File: src/rtl/mem_arb_pkg.sv
// Shared types and constants for the IF/MEM memory-port arbiter.
package mem_arb_pkg;

  localparam int ADDR_W_DEF = 64;
  localparam int DATA_W_DEF = 64;
  localparam int MASK_W     = 8;
  localparam int INSN_W     = 32;

  typedef enum logic [1:0] {
    IDLE,
    BUSY_MEM,
    BUSY_IF,
    DRAIN
  } arb_state_t;

  // Pick the 32-bit instruction word out of a 64-bit beat using address bit 2.
  function automatic logic [INSN_W-1:0] insn_slice(input logic [DATA_W_DEF-1:0] beat,
                                                   input logic                  hi_word);
    return hi_word ? beat[63:32] : beat[31:0];
  endfunction

endpackage

File: src/rtl/mem_port_arbiter.sv
// Shares one MMU port between IF and MEM (MEM wins), one transaction at a time; latency 2 + MMU wait.
// Port request is held until port_ready; requesters see stalls until their registered ready pulse.
module mem_port_arbiter
  import mem_arb_pkg::*;
#(
  parameter int ADDR_W = ADDR_W_DEF,
  parameter int DATA_W = DATA_W_DEF
) (
  input  logic              clk,
  input  logic              rst,
  input  logic              if_req,
  input  logic [ADDR_W-1:0] if_addr,
  input  logic              if_flush,
  output logic              if_ready,
  output logic [INSN_W-1:0] if_rdata,
  input  logic              mem_req,
  input  logic              mem_we,
  input  logic [ADDR_W-1:0] mem_addr,
  input  logic [DATA_W-1:0] mem_wdata,
  input  logic [MASK_W-1:0] mem_wmask,
  output logic              mem_ready,
  output logic [DATA_W-1:0] mem_rdata,
  output logic              port_valid,
  output logic              port_we,
  output logic [ADDR_W-1:0] port_addr,
  output logic [DATA_W-1:0] port_wdata,
  output logic [MASK_W-1:0] port_wmask,
  input  logic              port_ready,
  input  logic [DATA_W-1:0] port_rdata,
  output logic              stall_if,
  output logic              stall_mem
);

  arb_state_t        r_state;
  arb_state_t        w_next;
  logic              r_port_we;
  logic [ADDR_W-1:0] r_port_addr;
  logic [DATA_W-1:0] r_port_wdata;
  logic [MASK_W-1:0] r_port_wmask;
  logic              r_if_ready;
  logic              r_mem_ready;
  logic [INSN_W-1:0] r_if_rdata;
  logic [DATA_W-1:0] r_mem_rdata;

  logic w_mem_take;
  logic w_if_take;
  logic w_load_mem;
  logic w_load_if;
  logic w_mem_done;
  logic w_if_done;

  // A requester in its ready cycle has just been served; its held req is not a new request.
  assign w_mem_take = mem_req && !r_mem_ready;
  assign w_if_take  = if_req && !if_flush && !r_if_ready;

  always_ff @(posedge clk or negedge rst) begin
    if (!rst) begin
      r_state <= IDLE;
    end else begin
      r_state <= w_next;
    end
  end

  always_comb begin
    w_next     = r_state;
    w_load_mem = 1'b0;
    w_load_if  = 1'b0;
    w_mem_done = 1'b0;
    w_if_done  = 1'b0;
    unique case (r_state)
      IDLE: begin
        if (w_mem_take) begin
          w_load_mem = 1'b1;
          w_next     = BUSY_MEM;
        end else if (w_if_take) begin
          w_load_if = 1'b1;
          w_next    = BUSY_IF;
        end
      end
      BUSY_MEM: begin
        if (port_ready) begin
          w_mem_done = 1'b1;
          w_next     = IDLE;
        end
      end
      BUSY_IF: begin
        if (port_ready) begin
          w_if_done = !if_flush;
          w_next    = IDLE;
        end else if (if_flush) begin
          w_next = DRAIN;
        end
      end
      DRAIN: begin
        // The MMU transaction runs to completion; its data is simply dropped.
        if (port_ready) begin
          w_next = IDLE;
        end
      end
      default: w_next = IDLE;
    endcase
  end

  always_ff @(posedge clk or negedge rst) begin
    if (!rst) begin
      r_port_we    <= 1'b0;
      r_port_addr  <= '0;
      r_port_wdata <= '0;
      r_port_wmask <= '0;
      r_if_ready   <= 1'b0;
      r_mem_ready  <= 1'b0;
      r_if_rdata   <= '0;
      r_mem_rdata  <= '0;
    end else begin
      r_if_ready  <= w_if_done;
      r_mem_ready <= w_mem_done;
      if (w_load_mem) begin
        r_port_we    <= mem_we;
        r_port_addr  <= mem_addr;
        r_port_wdata <= mem_wdata;
        r_port_wmask <= mem_we ? mem_wmask : '0;
      end else if (w_load_if) begin
        r_port_we    <= 1'b0;
        r_port_addr  <= if_addr;
        r_port_wdata <= '0;
        r_port_wmask <= '0;
      end
      if (w_mem_done) begin
        r_mem_rdata <= port_rdata;
      end
      if (w_if_done) begin
        r_if_rdata <= insn_slice(port_rdata, r_port_addr[2]);
      end
    end
  end

  assign port_valid = (r_state != IDLE);
  assign port_we    = r_port_we;
  assign port_addr  = r_port_addr;
  assign port_wdata = r_port_wdata;
  assign port_wmask = r_port_wmask;
  assign if_ready   = r_if_ready;
  assign if_rdata   = r_if_rdata;
  assign mem_ready  = r_mem_ready;
  assign mem_rdata  = r_mem_rdata;
  assign stall_if   = if_req && !r_if_ready;
  assign stall_mem  = mem_req && !r_mem_ready;

endmodule

File: config.mk
export PLATFORM = sky130hd
export DESIGN_NAME = mem_port_arbiter
export DESIGN_NICKNAME = d
export VERILOG_FILES = /design/src/rtl/mem_arb_pkg.sv /design/src/rtl/mem_port_arbiter.sv
export SDC_FILE = /design/constraint.sdc
export NUM_CORES = 1
export LEC_CHECK = 0
export ABC_AREA = 1
export BUFFER_PORTS_ARGS = -buffer_cell sky130_fd_sc_hd__buf_4
export CAP_MARGIN = 5
export CELL_PAD_IN_SITES_DETAIL_PLACEMENT = 1
export CELL_PAD_IN_SITES_GLOBAL_PLACEMENT = 1
export CORE_AREA = 2 2 199 201
export CTS_CLUSTER_DIAMETER = 30
export CTS_CLUSTER_SIZE = 12
export DETAILED_ROUTE_END_ITERATION = 16
export DIE_AREA = 0 0 201 203
export GPL_ROUTABILITY_DRIVEN = 0
export HOLD_SLACK_MARGIN = 0.12
export PLACE_DENSITY = 0.68
export SYNTH_ARGS = -nofsm -noshare
export SYNTH_HDL_FRONTEND = slang
export SYNTH_SLANG_ARGS = --single-unit
export TNS_END_PERCENT = 30
File: constraint.sdc
create_clock -name clk -period 1.6 [get_ports clk]
set_input_delay 0.32 -clock clk [delete_from_list [all_inputs] [get_ports clk]]
set_output_delay 0.32 -clock clk [all_outputs]
set_load 0.05 [all_outputs]
==> metrics.md <==
| Metric | Value |
|---|---|
| Status | `complete, but fails checks` |
| Failing checks | `negative setup slack` |
| Worst Hold Class | `in2async` |
| PortBufs | `508` |
| Worst-path fanout max | `2` |
| Launch point of the worst reg-to-reg path | `r_state[0]` |
| DRT antenna net count | `0` |
| Mapped Cells | `1305` |
| CORE AREA | `38500 µm²` |
| Top delay family on crit path | `flip-flops` |
| Most used routing layer | `met2` |
| First-pass GRT wire length | `86.1 mm` |
| Worst EP arrival | `1.51 ns` |
| Pwr/cell area | `2440 nW/µm²` |
| Final worst setup slack | `-0.228 ns` |
| Synth top area share | `58.0%` |
| Initial core utilization | `26.6%` |
| Slowest cell delay on critical path | `0.40 ns` |
| Kind of critical path | `reg2out` |
| Initial antenna violation count | `8` |
| Final #Nets | `2396` |
| Period utilization | `114%` |
| Main synth FF type | `dfrtp_1` |
| Area leader, netlist | `dfrtp_1` |
| Relative slew slack | `76.1%` |
| Vias/cell | `4.69` |
| Worst IR drop on VDD | `0.00139 V` |
| Worst-case reg-to-reg path depth | `10` |
| I/O pin cnt | `509` |
| Reg2reg setup slack | `-0.15 ns` |
| CP max stage cell | `dfrtp_1` |
| CTS tree | `done` |
| Grt met1 use | `29.7%` |
| Iteration-0 DRC Markers | `635` |
| Pin count of the biggest net entering global routing | `77` |
| Place WS | `-0.0226 ns` |
| Die height | `203 µm` |
| Worst Max-Slew Pin Slew | `0.355 ns` |
| Vias in the first global route | `14.3k` |
| Clk_skew | `0.0306 ns` |
| Post-Route WL | `58.7 mm` |
| Clock period minus worst slack | `1.83 ns` |
| H-tree depth | `2` |
| Syn_nets | `1576` |
| Ys async rst share | `100%` |
| Most common library cells after synthesis | `nand2_1, dfrtp_1, o21ai_0, inv_1, nand3_1` |
| Clock sinks | `237` |
| FMAX | `547 MHz` |
| Die footprint | `40800 µm²` |
| Synth-to-Final Area Change | `99.8%` |
| Worst path cell trace | `nor2_4 -> buf_6 -> clkinvlp_4 -> buf_12` |
| Final setup fails | `68` |
| Die Span X | `201 µm` |
| Warnings from Yosys | `0` |
| Routed WL per cell | `21.7 µm` |
| Post-place instance area | `14900 µm²` |
| DP Wirelength | `31.8 mm` |
| P_leak | `10.9 nW` |
| Remaining Overflow, GRT | `0` |
| Num CTS Buffers | `61` |
| DR pass1 iterations | `5` |
| Post-synth EDFFs | `0` |
| Post-Syn Area per Cell | `7.83 µm²` |
| Maxcap violations | `0` |
| Row cnt | `72` |
| Design area | `20400 µm²` |
| Register area share after synthesis | `58.0%` |
| Crit path buf inv count | `3` |
| Most common cell in the netlist | `nand2_1` |
| Final hold viol count | `0` |
| Met2 Use GR | `47.8%` |
| Via count | `12.7k` |
| Crit end category | `primary output` |
| Routing usage on met3 | `8.01%` |
| Critical Path RT | `1.28 ns` |
| Crit path launch type | `flop` |
| Top cells by area, synth | `dfrtp_1, nand2_1, o21ai_0, nand3_1, inv_1` |
| Share of cells above drive strength 1 | `31.9%` |
| DRC | `0` |
| Total GRT Usage | `27.5%` |
| Mapped cell area | `10200 µm²` |
| R2r endpoint | `port_addr[36]` |
| Final hold slack | `0.168 ns` |
| Clock Tree Buf Depth | `3` |
| Clock latency on the worst-skew pair | `0.60 ns` |
| Clock transition at path regs | `0.04 ns` |
| Synth cell types | `14` |
| Post-synthesis register bit count | `237` |
| Root Buffer | `clkbuf_16` |
| RSZ-0062 raised after global routing | `yes` |
| Final Max Tran Viols | `0` |
## layer usage
metal  up-vias  part of all wire [%]
met5         -                 0.039
met4         4                   5.9
met3       197                   7.6
met2       621                    50
met1      6194                    37
li1       5657                     -
## area by class of cell
class | count | area [µm²]
fill | 4421 | 18000
timing repair buffer | 832 | 7540
sequential | 237 | 5930
multi-input combinational | 916 | 3750
clock buffer | 84 | 1740
tap | 518 | 648
clock inverter | 30 | 487
inverter | 77 | 295
antenna | 6 | 15.0
## kinds of logic after synthesis
kind of cell	count (synthesis)	share of synthesized area [%]
simple gates	819	31.0
flops	237	58.0
buf+inv	152	6.16
compound gates	97	4.79
## stage by stage
step                      power, mW  setup TNS (ns)  utilization (%)  std cells
after floorplan                24.7         -0.0109                -       1305
after global placement         32.9          -0.145             38.7       2290
after detailed placement       33.3         -0.0821             38.7       2290
after CTS                      48.2           -2.39             52.2       2683
after global routing           51.9          -11.03             53.1       2700
final                          49.8           -5.25             53.1       2700
## sequential cells by signal, indices dropped and copies added (netlist names), 2 cells and up
register / flops
port_wmask: 8
port_addr: 64
r_state: 2
port_wdata: 64
if_rdata: 32
mem_rdata: 64
## power by group
part	switching, mW	internal [mW]
sequential	1.86	8.80
combinational	18.0	7.85
clock	4.05	9.33
total	23.9	26.0
## what timing repair did
item	CTS	global route
buffers inserted	9	3
hold buffers	265	0
endpoints found under the hold margin	468	0
endpoints found under the setup margin	22	74
cloned	5	8
pin swaps	3	6
gates resized for setup	20	26
## how the worst max path moves through the flow
stage | from | endpoint | slack, ns | depth (start not counted)
6_report | r_state[0] | port_valid | -0.23 | 4
5_1_grt | r_state[0] | port_valid | -0.31 | 4
4_1_cts | r_state[1] | port_valid | -0.28 | 4
3_5_place_dp | r_state[1] | port_addr[8] | -0.02 | 7
3_3_place_gp | r_state[1] | port_addr[8] | -0.04 | 7
2_1_floorplan | if_ready | stall_if | -0.01 | 1
## cell usage in the layout, fill, tap and decap left out
cell and instances:
a21oi_4 1, nand2_2 10, dfrtp_1 234, clkinv_2 9, diode_2 6, clkbuf_16 69
nand2_1 731, nor3_4 1, nor2_2 1, nand2_4 2, nor2_4 3, dfrtp_2 3
clkinvlp_4 8, dlygate4sd3_1 265, nand3_1 70, clkbuf_8 13, bufbuf_16 4, inv_1 75
inv_16 1, inv_6 1, clkinv_16 1, inv_4 1, buf_12 21, nand3_4 1
o21ai_0 96, buf_16 4, buf_6 8, buf_8 3, clkbuf_1 10, bufinv_16 11
buf_4 519
## worst register-to-register path: stages, from the launching register on
cell        delay, ns
dfrtp_1          0.40
nor2_4           0.14
buf_6            0.11
clkinvlp_4       0.10
buf_4            0.15
buf_6            0.11
a21oi_4          0.13
buf_12           0.19
clkbuf_16        0.20
nand2_1          0.06
nand2_1          0.09
(Power assumes the default switching activity.)
